## src/rtl/fft_pkg.sv

```systemverilog
// Shared types and helpers for the in-place radix-2 FFT scheduler.
// The state list depends on FFT_SCHED_BITREV_EN (bit-reversal pre-pass).
package fft_pkg;

  typedef enum logic [3:0] {
    ST_IDLE,
`ifdef FFT_SCHED_BITREV_EN
    ST_BR_RD,
    ST_BR_LAT,
    ST_BR_WR,
`endif
    ST_RD,
    ST_LAT,
    ST_WAIT,
    ST_WR,
    ST_DONE
  } state_t;

  function automatic int clog2(input int value);
    int r;
    r = 0;
    for (int i = 0; i < 31; i++) begin
      if ((1 << i) < value) r = i + 1;
    end
    return r;
  endfunction

  // Reverses the low 'width' bits of value; upper result bits are zero.
  function automatic logic [31:0] bitrev(input logic [31:0] value, input int width);
    logic [31:0] r;
    r = '0;
    for (int i = 0; i < 32; i++) begin
      if (i < width) r = (r << 1) | ((value >> i) & 32'd1);
    end
    return r;
  endfunction

endpackage

```

## src/rtl/fft_bfly_addr_gen.sv

```systemverilog
// Combinational butterfly addressing: (stage, butterfly index) -> top/bottom
// RAM addresses and twiddle ROM index for a radix-2 DIT FFT.
module fft_bfly_addr_gen #(
  parameter int ADDR_WIDTH = 9,
  parameter int STAGE_W    = 5
) (
  input  logic [STAGE_W-1:0]    i_stage,
  input  logic [ADDR_WIDTH-2:0] i_bfly,
  output logic [ADDR_WIDTH-1:0] o_top,
  output logic [ADDR_WIDTH-1:0] o_bot,
  output logic [ADDR_WIDTH-2:0] o_twiddle
);

  localparam logic [ADDR_WIDTH-2:0] ONE_LO = 1;
  localparam logic [ADDR_WIDTH-1:0] ONE    = 1;
  localparam logic [STAGE_W-1:0]    S_ONE  = 1;
  localparam logic [STAGE_W-1:0]    S_MAX  = STAGE_W'(ADDR_WIDTH - 1);

  logic [ADDR_WIDTH-2:0] w_half_lo;
  logic [ADDR_WIDTH-2:0] w_j;
  logic [ADDR_WIDTH-1:0] w_grp;
  logic [STAGE_W-1:0]    w_tw_shift;

  // In the last stage half overflows this width to 0, so the mask becomes
  // all ones and j is the whole butterfly index, which is what we want.
  assign w_half_lo  = ONE_LO << i_stage;
  assign w_j        = i_bfly & (w_half_lo - ONE_LO);
  assign w_grp      = {1'b0, i_bfly} >> i_stage;
  assign o_top      = (w_grp << (i_stage + S_ONE)) | {1'b0, w_j};
  assign o_bot      = o_top | (ONE << i_stage);
  assign w_tw_shift = S_MAX - i_stage;
  assign o_twiddle  = w_j << w_tw_shift;

endmodule

```

## src/rtl/fft_ram_scheduler.sv

```systemverilog
// Sequencer for an in-place radix-2 DIT FFT over a dual-port working RAM.
// Define FFT_SCHED_BITREV_EN to run a bit-reversal pass before stage 0.
module fft_ram_scheduler
  import fft_pkg::*;
#(
  parameter int BUFFER_DEPTH = 512,
  parameter int DATA_WIDTH   = 48,
  parameter int ADDR_WIDTH   = clog2(BUFFER_DEPTH)
) (
  input  logic                     clk,
  input  logic                     reset,
  input  logic                     i_start,
  output logic                     o_busy,
  output logic                     o_done,
  output logic [clog2(ADDR_WIDTH):0] o_stage,
  output logic [ADDR_WIDTH-1:0]    o_ram_addr_a,
  output logic [ADDR_WIDTH-1:0]    o_ram_addr_b,
  output logic [DATA_WIDTH-1:0]    o_ram_data_a,
  output logic [DATA_WIDTH-1:0]    o_ram_data_b,
  output logic                     o_ram_wr_en_a,
  output logic                     o_ram_wr_en_b,
  input  logic [DATA_WIDTH-1:0]    i_ram_data_a,
  input  logic [DATA_WIDTH-1:0]    i_ram_data_b,
  output logic                     o_bfly_valid,
  output logic [DATA_WIDTH-1:0]    o_bfly_x,
  output logic [DATA_WIDTH-1:0]    o_bfly_y,
  output logic [ADDR_WIDTH-2:0]    o_bfly_twiddle,
  input  logic                     i_bfly_valid,
  input  logic [DATA_WIDTH-1:0]    i_bfly_x,
  input  logic [DATA_WIDTH-1:0]    i_bfly_y
);

  localparam int STAGE_W = clog2(ADDR_WIDTH) + 1;

  state_t                r_state, w_next;
  logic [STAGE_W-1:0]    r_stage;
  logic [ADDR_WIDTH-2:0] r_bfly;
  logic [DATA_WIDTH-1:0] r_res_x, r_res_y;
  logic [ADDR_WIDTH-1:0] w_top, w_bot;
  logic [ADDR_WIDTH-2:0] w_tw;
  logic                  w_last_bfly, w_last_stage;

  fft_bfly_addr_gen #(
    .ADDR_WIDTH(ADDR_WIDTH),
    .STAGE_W   (STAGE_W)
  ) u_addr_gen (
    .i_stage  (r_stage),
    .i_bfly   (r_bfly),
    .o_top    (w_top),
    .o_bot    (w_bot),
    .o_twiddle(w_tw)
  );

  assign w_last_bfly  = &r_bfly;
  assign w_last_stage = (r_stage == STAGE_W'(ADDR_WIDTH - 1));

`ifdef FFT_SCHED_BITREV_EN
  logic [ADDR_WIDTH-1:0] r_br_idx, w_br_rev;
  logic                  w_br_swap, w_br_last;

  assign w_br_rev  = ADDR_WIDTH'(bitrev(32'(r_br_idx), ADDR_WIDTH));
  assign w_br_swap = (r_br_idx < w_br_rev);
  assign w_br_last = &r_br_idx;
`endif

  always_ff @(posedge clk or negedge reset) begin
    if (!reset) r_state <= ST_IDLE;
    else        r_state <= w_next;
  end

  always_ff @(posedge clk or negedge reset) begin
    if (!reset) begin
      r_stage <= '0;
      r_bfly  <= '0;
`ifdef FFT_SCHED_BITREV_EN
      r_br_idx <= '0;
`endif
    end else begin
      case (r_state)
        // Clearing in DONE as well means IDLE is always entered with s=b=0.
        ST_IDLE, ST_DONE: begin
          r_stage <= '0;
          r_bfly  <= '0;
`ifdef FFT_SCHED_BITREV_EN
          r_br_idx <= '0;
`endif
        end
`ifdef FFT_SCHED_BITREV_EN
        ST_BR_RD: if (!w_br_swap) r_br_idx <= r_br_idx + ADDR_WIDTH'(1);
        ST_BR_WR: r_br_idx <= r_br_idx + ADDR_WIDTH'(1);
`endif
        ST_WR: begin
          r_bfly <= r_bfly + (ADDR_WIDTH - 1)'(1);
          if (w_last_bfly) r_stage <= r_stage + STAGE_W'(1);
        end
        default: ;
      endcase
    end
  end

  // Result/word holding registers carry data only and need no reset.
  always_ff @(posedge clk) begin
    if (r_state == ST_WAIT && i_bfly_valid) begin
      r_res_x <= i_bfly_x;
      r_res_y <= i_bfly_y;
    end
`ifdef FFT_SCHED_BITREV_EN
    else if (r_state == ST_BR_LAT) begin
      r_res_x <= i_ram_data_a;
      r_res_y <= i_ram_data_b;
    end
`endif
  end

  always_comb begin
    w_next         = r_state;
    o_done         = 1'b0;
    o_ram_addr_a   = '0;
    o_ram_addr_b   = '0;
    o_ram_data_a   = '0;
    o_ram_data_b   = '0;
    o_ram_wr_en_a  = 1'b0;
    o_ram_wr_en_b  = 1'b0;
    o_bfly_valid   = 1'b0;
    o_bfly_x       = '0;
    o_bfly_y       = '0;
    o_bfly_twiddle = '0;
    case (r_state)
      ST_IDLE: begin
`ifdef FFT_SCHED_BITREV_EN
        if (i_start) w_next = ST_BR_RD;
`else
        if (i_start) w_next = ST_RD;
`endif
      end
`ifdef FFT_SCHED_BITREV_EN
      ST_BR_RD: begin
        if (w_br_swap) begin
          o_ram_addr_a = r_br_idx;
          o_ram_addr_b = w_br_rev;
          w_next       = ST_BR_LAT;
        end else if (w_br_last) begin
          w_next = ST_RD;
        end
      end
      ST_BR_LAT: w_next = ST_BR_WR;
      // Port A captured word[i], port B word[r]; write them crossed.
      ST_BR_WR: begin
        o_ram_addr_a  = r_br_idx;
        o_ram_addr_b  = w_br_rev;
        o_ram_data_a  = r_res_y;
        o_ram_data_b  = r_res_x;
        o_ram_wr_en_a = 1'b1;
        o_ram_wr_en_b = 1'b1;
        w_next        = ST_BR_RD;
      end
`endif
      ST_RD: begin
        o_ram_addr_a = w_top;
        o_ram_addr_b = w_bot;
        w_next       = ST_LAT;
      end
      ST_LAT: begin
        o_bfly_valid   = 1'b1;
        o_bfly_x       = i_ram_data_a;
        o_bfly_y       = i_ram_data_b;
        o_bfly_twiddle = w_tw;
        w_next         = ST_WAIT;
      end
      ST_WAIT: if (i_bfly_valid) w_next = ST_WR;
      ST_WR: begin
        o_ram_addr_a  = w_top;
        o_ram_addr_b  = w_bot;
        o_ram_data_a  = r_res_x;
        o_ram_data_b  = r_res_y;
        o_ram_wr_en_a = 1'b1;
        o_ram_wr_en_b = 1'b1;
        w_next        = (w_last_bfly && w_last_stage) ? ST_DONE : ST_RD;
      end
      ST_DONE: begin
        o_done = 1'b1;
        w_next = ST_IDLE;
      end
      default: w_next = ST_IDLE;
    endcase
  end

  assign o_busy  = (r_state != ST_IDLE) && (r_state != ST_DONE);
  assign o_stage = r_stage;

endmodule

```

## config.mk

```make
export PLATFORM = sky130hd
export DESIGN_NAME = fft_ram_scheduler
export DESIGN_NICKNAME = d
export VERILOG_FILES = /design/src/rtl/fft_pkg.sv /design/src/rtl/fft_bfly_addr_gen.sv /design/src/rtl/fft_ram_scheduler.sv
export SDC_FILE = /design/constraint.sdc
export NUM_CORES = 1
export LEC_CHECK = 0
export CAP_MARGIN = 20
export CORE_ASPECT_RATIO = 0.6
export CORE_MARGIN = 2
export CORE_UTILIZATION = 30
export CTS_CLUSTER_DIAMETER = 60
export DETAILED_ROUTE_END_ITERATION = 12
export GPL_TIMING_DRIVEN = 0
export PLACE_DENSITY = 0.78
export SYNTH_ARGS = -nofsm -noshare
export SYNTH_HDL_FRONTEND = slang
export SYNTH_HIERARCHICAL = 1
export SYNTH_SLANG_ARGS = --single-unit
```

## constraint.sdc

```tcl
create_clock -name clk -period 13.3 [get_ports clk]
set_input_delay 2.66 -clock clk [delete_from_list [all_inputs] [get_ports clk]]
set_output_delay 2.66 -clock clk [all_outputs]
set_load 0.005 [all_outputs]
```

==> results.md, run 1 <==
- Synthesized flop and latch total: 112
- Number of design rule violations left after detail routing: 0
- Largest net degree at the start of global routing: 36
- Sequential-to-total area share from yosys stat: 0.482
- Critical path cell sequence: buf_6, buf_2, inv_1, buf_2, ha_1, buf_2, buf_1, clkbuf_1, o2111ai_1, a31oi_1, and2_1, clkdlybuf4s50_1
- Hold WC Path Type: reg -> reg
- Initial core utilization: 0.307
- Final global-route overflow total: 0
- Crit path capture type: primary output
- Achievable clock frequency: about 140 MHz
- Final setup skew: 8.98 ps
- Crit path arrival time: about 4500 ps
- Clock tree from TritonCTS: done
- Synth Area in Simple Gates: 0.302
- First drt pass iteration count: 5
- Number of vias after detailed routing: 6637
- Fin crit share: 0.538
- Buffer count from post-CTS setup fixing: 0
- Worst vdd rail ir drop: 0.0664 mV
- Core occupancy in the finished layout: 0.531
- Quantity of gates resized following cts: 0
- Final count of hold timing violations: 0
- Number of design-rule violations left by the first detailed-router iteration: between 500 and 600
- Core outline area: 22200 sq um
- Clock latency on the worst-skew pair: 350 ps
- Pin slew with the least headroom to its limit: 985 ps
- Largest stage delay on the critical path: 560 ps
- Commonest register cell after synthesis: edfxtp_1
- CP startpoint kind: flip-flop
- Signed area change from the synthesized netlist to the final layout: 73.1%
- Total power density per cell area: 123 nW/um^2
- Clock-pin slew of the registers on the worst-case setup and hold paths: 70 ps
- Final nets: 1299
- Total number of H-tree levels: 3
- Proportion of register bits with asynchronous set or reset after synthesis: 0.143
- Dominant combinational cell family by area after synthesis: simple AND/OR/NAND/NOR gates
- Final setup viols: 0
- Initial antenna violation count: 1
- Max-slew violation count: 0
- Share of final-layout standard cells stronger than drive strength 1: 0.0565
- FF-to-FF End: r_res_x[10]$_DFFE_PP_
- Routed Antenna Nets: 0
- Run status: complete, no violations
- Cell with the biggest individual delay on the critical path: dfrtp_1
- Number of buffers and inverters on the critical path: 8
- Total Neg Setup Slack: 0 ps
- Origin of the critical flop-to-flop path: r_state[2]$_DFFE_PN0P_
- Register-to-register path setup slack: 11250 ps
- Vias in the first global route: 6308
- Number of hold buffers added after CTS: 0
- Syn nets: 863
- I/O pin count: ~420
- Classification of the worst setup path: reg -> out
- Dominant delay contributor by cell family on the critical path: buffers and inverters
- Number of vias per cell: 4.72
- Cell Rows: 42
- First-pass GRT wire length: around 37000 um
- Clock Tree Buf Depth: 2
- Compound-cell area share of the yosys netlist: 0.0980
- Height of the die: 121 um
- Total Power Consumption: around 1.4 mW
- Buffer cell driving the clock tree root: clkbuf_16
- Number of warnings printed during yosys synthesis: 6
- Post-synth EDFFs: 96
- Number of maximum-capacitance violations: 0
- Worst-case headroom to the max-slew limit: 0.338
- HPWL after detailed placement: between 20000 and 25000 um
- Average wire per standard cell: 18.1 um
- Yosys cell types: 72
- Cell count of the worst reg-to-reg path: 4
- Worst min-delay path endpoint: r_bfly[6]$_DFFE_PN0P_
- Number of instances in the synthesized netlist: approximately 660
- Leakage power total: 4.30 nW
- Hold path depth: 1
- Crit path required time: 10640 ps
- Post-Synth XOR/XNOR Area: 0.00515
- Sink count of the clock tree: 112
- Port-buffer cells: 423
- Largest driver fanout on the critical path: 11
- Overall die area: 23900 sq um
- Most repeated library cell on the critical path: buf_2
- Avg Synthesized Cell Area: between 10 and 15 sq um
- Die span in x: between 150 and 200 um
- Multiplexer share of the synthesized area: 0.0452
- Share of synthesized cell area in full adder, half adder and majority cells: 0.0202
- Global routing usage summed across all routing layers: 0.202
- Launch point of the worst hold path: r_bfly[6]$_DFFE_PN0P_
- Post-route minimum period: ~7200 ps
- Setup repair after global routing missed its margin: false
- TritonCTS Buffers: 9
- Area of the mapped netlist: between 6000 and 7000 sq um
- Routability Congestion: 0.977
- Wire length reported by the detailed router: 25400 um
[synthesized netlist by cell type (6+ instances only)]
| cell | number | area share |
|---|---|---|
| inv_1 | 17 | 0.0094 |
| o211ai_1 | 9 | 0.0099 |
| and2_1 | 219 | 0.20 |
| buf_2 | 7 | 0.0051 |
| nor2b_1 | 8 | 0.0074 |
| mux2i_1 | 12 | 0.018 |
| mux2_2 | 6 | 0.0099 |
| nand3_1 | 24 | 0.018 |
| o21ai_0 | 27 | 0.020 |
| nor3_1 | 9 | 0.0066 |
| edfxtp_1 | 96 | 0.42 |
| a21oi_1 | 9 | 0.0066 |
| ha_1 | 11 | 0.020 |
| nand2_1 | 31 | 0.017 |
| nor2_1 | 20 | 0.011 |
| clkbuf_1 | 28 | 0.015 |
| nor4_1 | 7 | 0.0064 |
| dfrtp_1 | 16 | 0.059 |
[area by class of cell]
type / instances / area, sq um
multi-input cells: 477 / 3210
diodes: 1 / 2.50
clock buffers: 10 / 229
clock inverters: 6 / 76.3
flip-flops and latches: 112 / 3280
plain buffers: 49 / 251
fillers: 1973 / 10400
well taps: 308 / 385
repair buffers: 425 / 4270
inverters: 18 / 67.6
[metal layers]
metal / track usage / up-vias / share of wire
met5: 0 / - / 0
met4: 0.0252 / 0 / 0.0077
met3: 0.0767 / 15 / 0.11
met2: 0.313 / 318 / 0.45
met1: 0.277 / 3140 / 0.43
li1: - / 3164 / -
[state kept, by name, indices dropped and copies added (netlist names)]
signal,count
r_bfly,8
r_res_x,48
o_stage,5
r_res_y,48
r_state,3
[report_power, final]
part / leakage (nW) / internal (mW) / total [mW] / switching (mW)
logic: 3.06 / 0.391 / 0.695 / 0.304
clock network: 0.143 / 0.149 / 0.280 / 0.130
registers: 1.10 / 0.449 / 0.470 / 0.0204
total: 4.30 / 0.990 / 1.44 / 0.454
[stage by stage]
stage | worst slack (ps) | instances | cell area, sq um | hold slack (ps)
6_report | 6150 | 1406 | 11800 | 534
5_1_grt | 5990 | 1405 | 11800 | 569
4_1_cts | 6280 | 1405 | 11800 | 533
3_5_place_dp | 6680 | 1389 | 11500 | 522
3_3_place_gp | 3710 | 1387 | 11400 | 504
2_1_floorplan | 6010 | 656 | 6810 | 480
[worst max path at each step]
stage	end	from	slack [ps]	depth (start not counted)
2_1_floorplan	r_res_x[0]$_DFFE_PP_	i_bfly_valid	6010	2
3_3_place_gp	r_res_x[39]$_DFFE_PP_	i_bfly_valid	3710	3
3_5_place_dp	o_ram_addr_a[4]	o_stage[0]$_DFFE_PN0P_	6680	12
4_1_cts	o_ram_addr_a[4]	o_stage[0]$_DFFE_PN0P_	6280	12
5_1_grt	o_ram_addr_a[4]	o_stage[0]$_DFFE_PN0P_	5990	12
6_report	o_ram_addr_a[4]	o_stage[0]$_DFFE_PN0P_	6150	12
[cell usage in the layout (no fill, tap or decap), types with 3 or more instances in the layout]
cell             count
a211oi_1             3
dfrtp_1             16
nand3_1             24
o311a_1              3
clkbuf_1            29
inv_1               17
mux2_2               6
mux4_2               3
a31oi_1              4
o31ai_1              3
nor3_1               9
a21oi_1              9
nor2_1              19
o22ai_1              5
nor4_1               7
o21bai_1             4
buf_6                5
mux2i_1             12
xnor2_1              3
o21ai_0             27
nand4_1              5
buf_4                5
nor2b_1              8
clkdlybuf4s50_1    423
and2_1             219
nand2_1             31
edfxtp_1            96
o211ai_1             9
buf_2                7
clkbuf_16            9
ha_1                11
and3_1               3
[kinds of logic after synthesis]
family	after synthesis
xor+xnor	4
compound gates	92
mux	23
buf+inv	67
flops	112
fa+ha+maj	11
simple gates	347
No activity file was read; power rests on OpenSTA's default activity.
==> inputs of run 2 (changes only) <==
Clock period 13.3 ns to 6.6 ns, I/O delays scaled along.
==> results of run 2 <==
The final DEF is identical to that of run 1. Status: complete, no violations.
Among the figures that moved: setup slack after placement 6680 ps -> 1320 ps; setup slack after layout 6150 ps -> 789 ps; register-to-register setup slack 11250 ps -> 4550 ps; total power 1.44 mW -> 2.91 mW; worst IR drop on VDD 0.0664 mV -> 0.134 mV
==> inputs of run 3 (changes only) <==
Settings changed: GPL_ROUTABILITY_DRIVEN set to 0, PLACE_DENSITY 0.78 to unset, PLACE_DENSITY_LB_ADDON set to 0.15.
==> results.md, run 3 (same netlist as run 1, synthesis figures left out) <==
- Run status: complete, no violations (unchanged)
- Portion of total power attributed to sequential cells: 0.325 (about the same)
- Share of final-layout standard cells stronger than drive strength 1: 0.0547 (was 0.0565)
- Setup WS post-layout: 930 ps (was 789 ps)
- Total power density per cell area: 245 nW/um^2 (was 247 nW/um^2)
- Classification of the worst setup path: reg -> out (unchanged)
- Total number of H-tree levels: 3 (unchanged)
- Cell Rows: 42 (unchanged)
- First-pass GRT wire length: 36500 um (was 37000 um)
- Logic pwr share: 0.478 (was 0.481)
- Max-slew violation count: 0 (unchanged)
- Setup repair after global routing missed its margin: false (unchanged)
- Power share of the clock group: 0.197 (was 0.194)
- Most common library cell in the layout ignoring fill and taps: clkdlybuf4s50_1 (unchanged)
- Hold path depth: 1 (unchanged)
- Launch point of the worst hold path: r_bfly[6]$_DFFE_PN0P_ (unchanged)
- Worst min-delay path endpoint: r_bfly[6]$_DFFE_PN0P_ (unchanged)
- Largest net degree at the start of global routing: 32 (was 36)
- Worst-case headroom to the max-slew limit: 0.437 (was 0.338)
- Largest registers: r_res_x: 48 flops, r_res_y: 48 flops, r_bfly: 8 flops (unchanged)
- First drt pass iteration count: 7 (was 5)
- FF-to-FF End: r_res_x[28]$_DFFE_PP_ (was r_res_x[10]$_DFFE_PP_)
- Buffer cell driving the clock tree root: clkbuf_16 (unchanged)
- Final nets: 1300 (was 1299)
- CP startpoint kind: flip-flop (unchanged)
- Initial antenna violation count: 0 (was 1)
- Number of vias per cell: 4.68 (was 4.72)
- Crit path arrival time: 4350 ps (was 4490 ps)
- Commonest cells after routing, fill and taps aside: clkdlybuf4s50_1, and2_1, edfxtp_1 (unchanged)
- HPWL after detailed placement: 20200 um (was 20900 um)
- Signed area change from the synthesized netlist to the final layout: 73.5% (was 73.1%)
- Fin crit share: 0.859 (was 0.881)
- Clock-pin slew of the registers on the worst-case setup and hold paths: 70 ps (about the same)
- P_int: 2.03 mW (was 1.99 mW)
- Core outline area: 22200 sq um (unchanged)
- Routed Antenna Nets: 0 (unchanged)
- Final setup viols: 0 (unchanged)
- Register area: 3280 sq um (unchanged)
- Quantity of gates resized following cts: 0 (unchanged)
- Total Neg Setup Slack: 0 ps (unchanged)
- Number of inserted filler cells in the final layout: 2051 (was 1973)
- Total Power Consumption: 2.89 mW (was 2.91 mW)
- Sink count of the clock tree: 112 (unchanged)
- Fin area: 11800 sq um (about the same)
- Final setup skew: 8.53 ps (was 8.98 ps)
- Post-route minimum period: 5670 ps (was 5810 ps)
- Crit path capture type: primary output (unchanged)
- Switching pwr: 861 uW (was 916 uW)
- Pin slew with the least headroom to its limit: 842 ps (was 985 ps)
- Number of design rule violations left after detail routing: 0 (unchanged)
- Final global-route overflow total: 0 (unchanged)
- Wire length reported by the detailed router: 24700 um (was 25400 um)
- Largest driver fanout on the critical path: 11 (unchanged)
- Buffer count from post-CTS setup fixing: 0 (unchanged)
- Crit path required time: 5280 ps (about the same)
- Sw Ratio: 0.297 (was 0.315)
- Die span in x: 198 um (unchanged)
- Clock Tree Buf Depth: 2 (unchanged)
- Post-DP Area: 11500 sq um (about the same)
- Height of the die: 121 um (unchanged)
- Number of hold buffers added after CTS: 0 (unchanged)
- Final count of hold timing violations: 0 (unchanged)
- Overall die area: 23900 sq um (unchanged)
- Global routing usage summed across all routing layers: 0.201 (was 0.202)
- Number of maximum-capacitance violations: 0 (unchanged)
- Initial core utilization: 0.307 (unchanged)
- Port-buffer cells: 423 (unchanged)
- Origin of the critical flop-to-flop path: r_state[2]$_DFFE_PN0P_ (unchanged)
- Leakage power total: 4.31 nW (was 4.30 nW)
- Register-to-register path setup slack: 4600 ps (was 4550 ps)
- Clock tree from TritonCTS: done (unchanged)
- Achievable clock frequency: 176 MHz (was 172 MHz)
- Hold WC Path Type: reg -> reg (unchanged)
- Clock latency on the worst-skew pair: 350 ps (about the same)
- Multi-input combinational cell area: 3210 sq um (unchanged)
- Number of vias after detailed routing: 6578 (was 6637)
- I/O pin count: 424 (unchanged)
- TritonCTS Buffers: 9 (unchanged)
- Vias in the first global route: 6240 (was 6308)
- Average wire per standard cell: 17.6 um (was 18.1 um)
- Cell count of the worst reg-to-reg path: 5 (was 4)
- Number of design-rule violations left by the first detailed-router iteration: 435 (was 530)
- Pre-CTS worst setup slack: 1490 ps (was 1320 ps)
- Worst vdd rail ir drop: 0.157 mV (was 0.134 mV)
## run 3: cell types whose count changed in the layout (fill, tap and decap cells not counted)
| cell | previous run | this run |
|---|---|---|
| clkinv_4 | 1 | 0 |
| clkinvlp_4 | 2 | 1 |
| clkbuf_1 | 29 | 31 |
| buf_16 | 0 | 1 |
| inv_8 | 2 | 0 |
| bufinv_16 | 1 | 2 |
## run 3: stage by stage
stage	std cells	util	hold WS, ps
6_report	1406	0.532	525
5_1_grt	1405	0.532	563
4_1_cts	1405	0.532	528
3_5_place_dp	1390	0.519	517
3_3_place_gp	1387	0.515	513
2_1_floorplan	656	-	480
## run 3: layer usage
metal / up-vias / track usage / wire, um
li1: 3176 / - / -
met1: 3035 / 0.248 / 10000
met2: 345 / 0.346 / 12000
met3: 22 / 0.0675 / 2460
met4: 0 / 0.0331 / 259
met5: - / 0 / 0
## run 3: worst max-delay path, cell delays in order, from the launching register on
cell             delay (ps)
dfrtp_1                 580
buf_6                   210
buf_2                   260
inv_1                   150
buf_2                   220
ha_1                    290
buf_2                   210
buf_1                   410
clkbuf_1                470
o2111ai_1               310
a31oi_1                 230
and2_1                  150
clkdlybuf4s50_1         510
## run 3: final cells by class
type | count | share of cell area
Antenna cell | 1 | 0.000212
Buffer | 49 | 0.0213
Clock buffer | 12 | 0.0200
Clock inverter | 3 | 0.00572
Inverter | 18 | 0.00572
Multi-Input combinational cell | 477 | 0.272
Sequential cell | 112 | 0.278
Tap cell | 308 | 0.0326
Timing Repair Buffer | 426 | 0.364
## run 3: worst max-delay path by stage
stage	startpoint	end	slack, ps	cells past startpoint
after floorplan	i_bfly_valid	r_res_x[0]$_DFFE_PP_	650	2
after CTS	o_stage[0]$_DFFE_PN0P_	o_ram_addr_a[4]	1070	12
after global routing	o_stage[0]$_DFFE_PN0P_	o_ram_addr_a[4]	720	12
after global placement	i_bfly_valid	r_res_y[16]$_DFFE_PP_	-1820	3
after detailed placement	o_stage[0]$_DFFE_PN0P_	o_ram_addr_a[4]	1490	12
final	o_stage[0]$_DFFE_PN0P_	o_ram_addr_a[4]	930	12
## run 3: power groups by stage
stage	logic, mW	clock network [mW]	registers [mW]
after floorplan	0.534	0	0.965
after detailed placement	1.40	0	0.957
after CTS	1.41	0.589	0.942
after global routing	1.50	0.618	0.954
final	1.38	0.570	0.942
after global placement	1.36	0	0.985
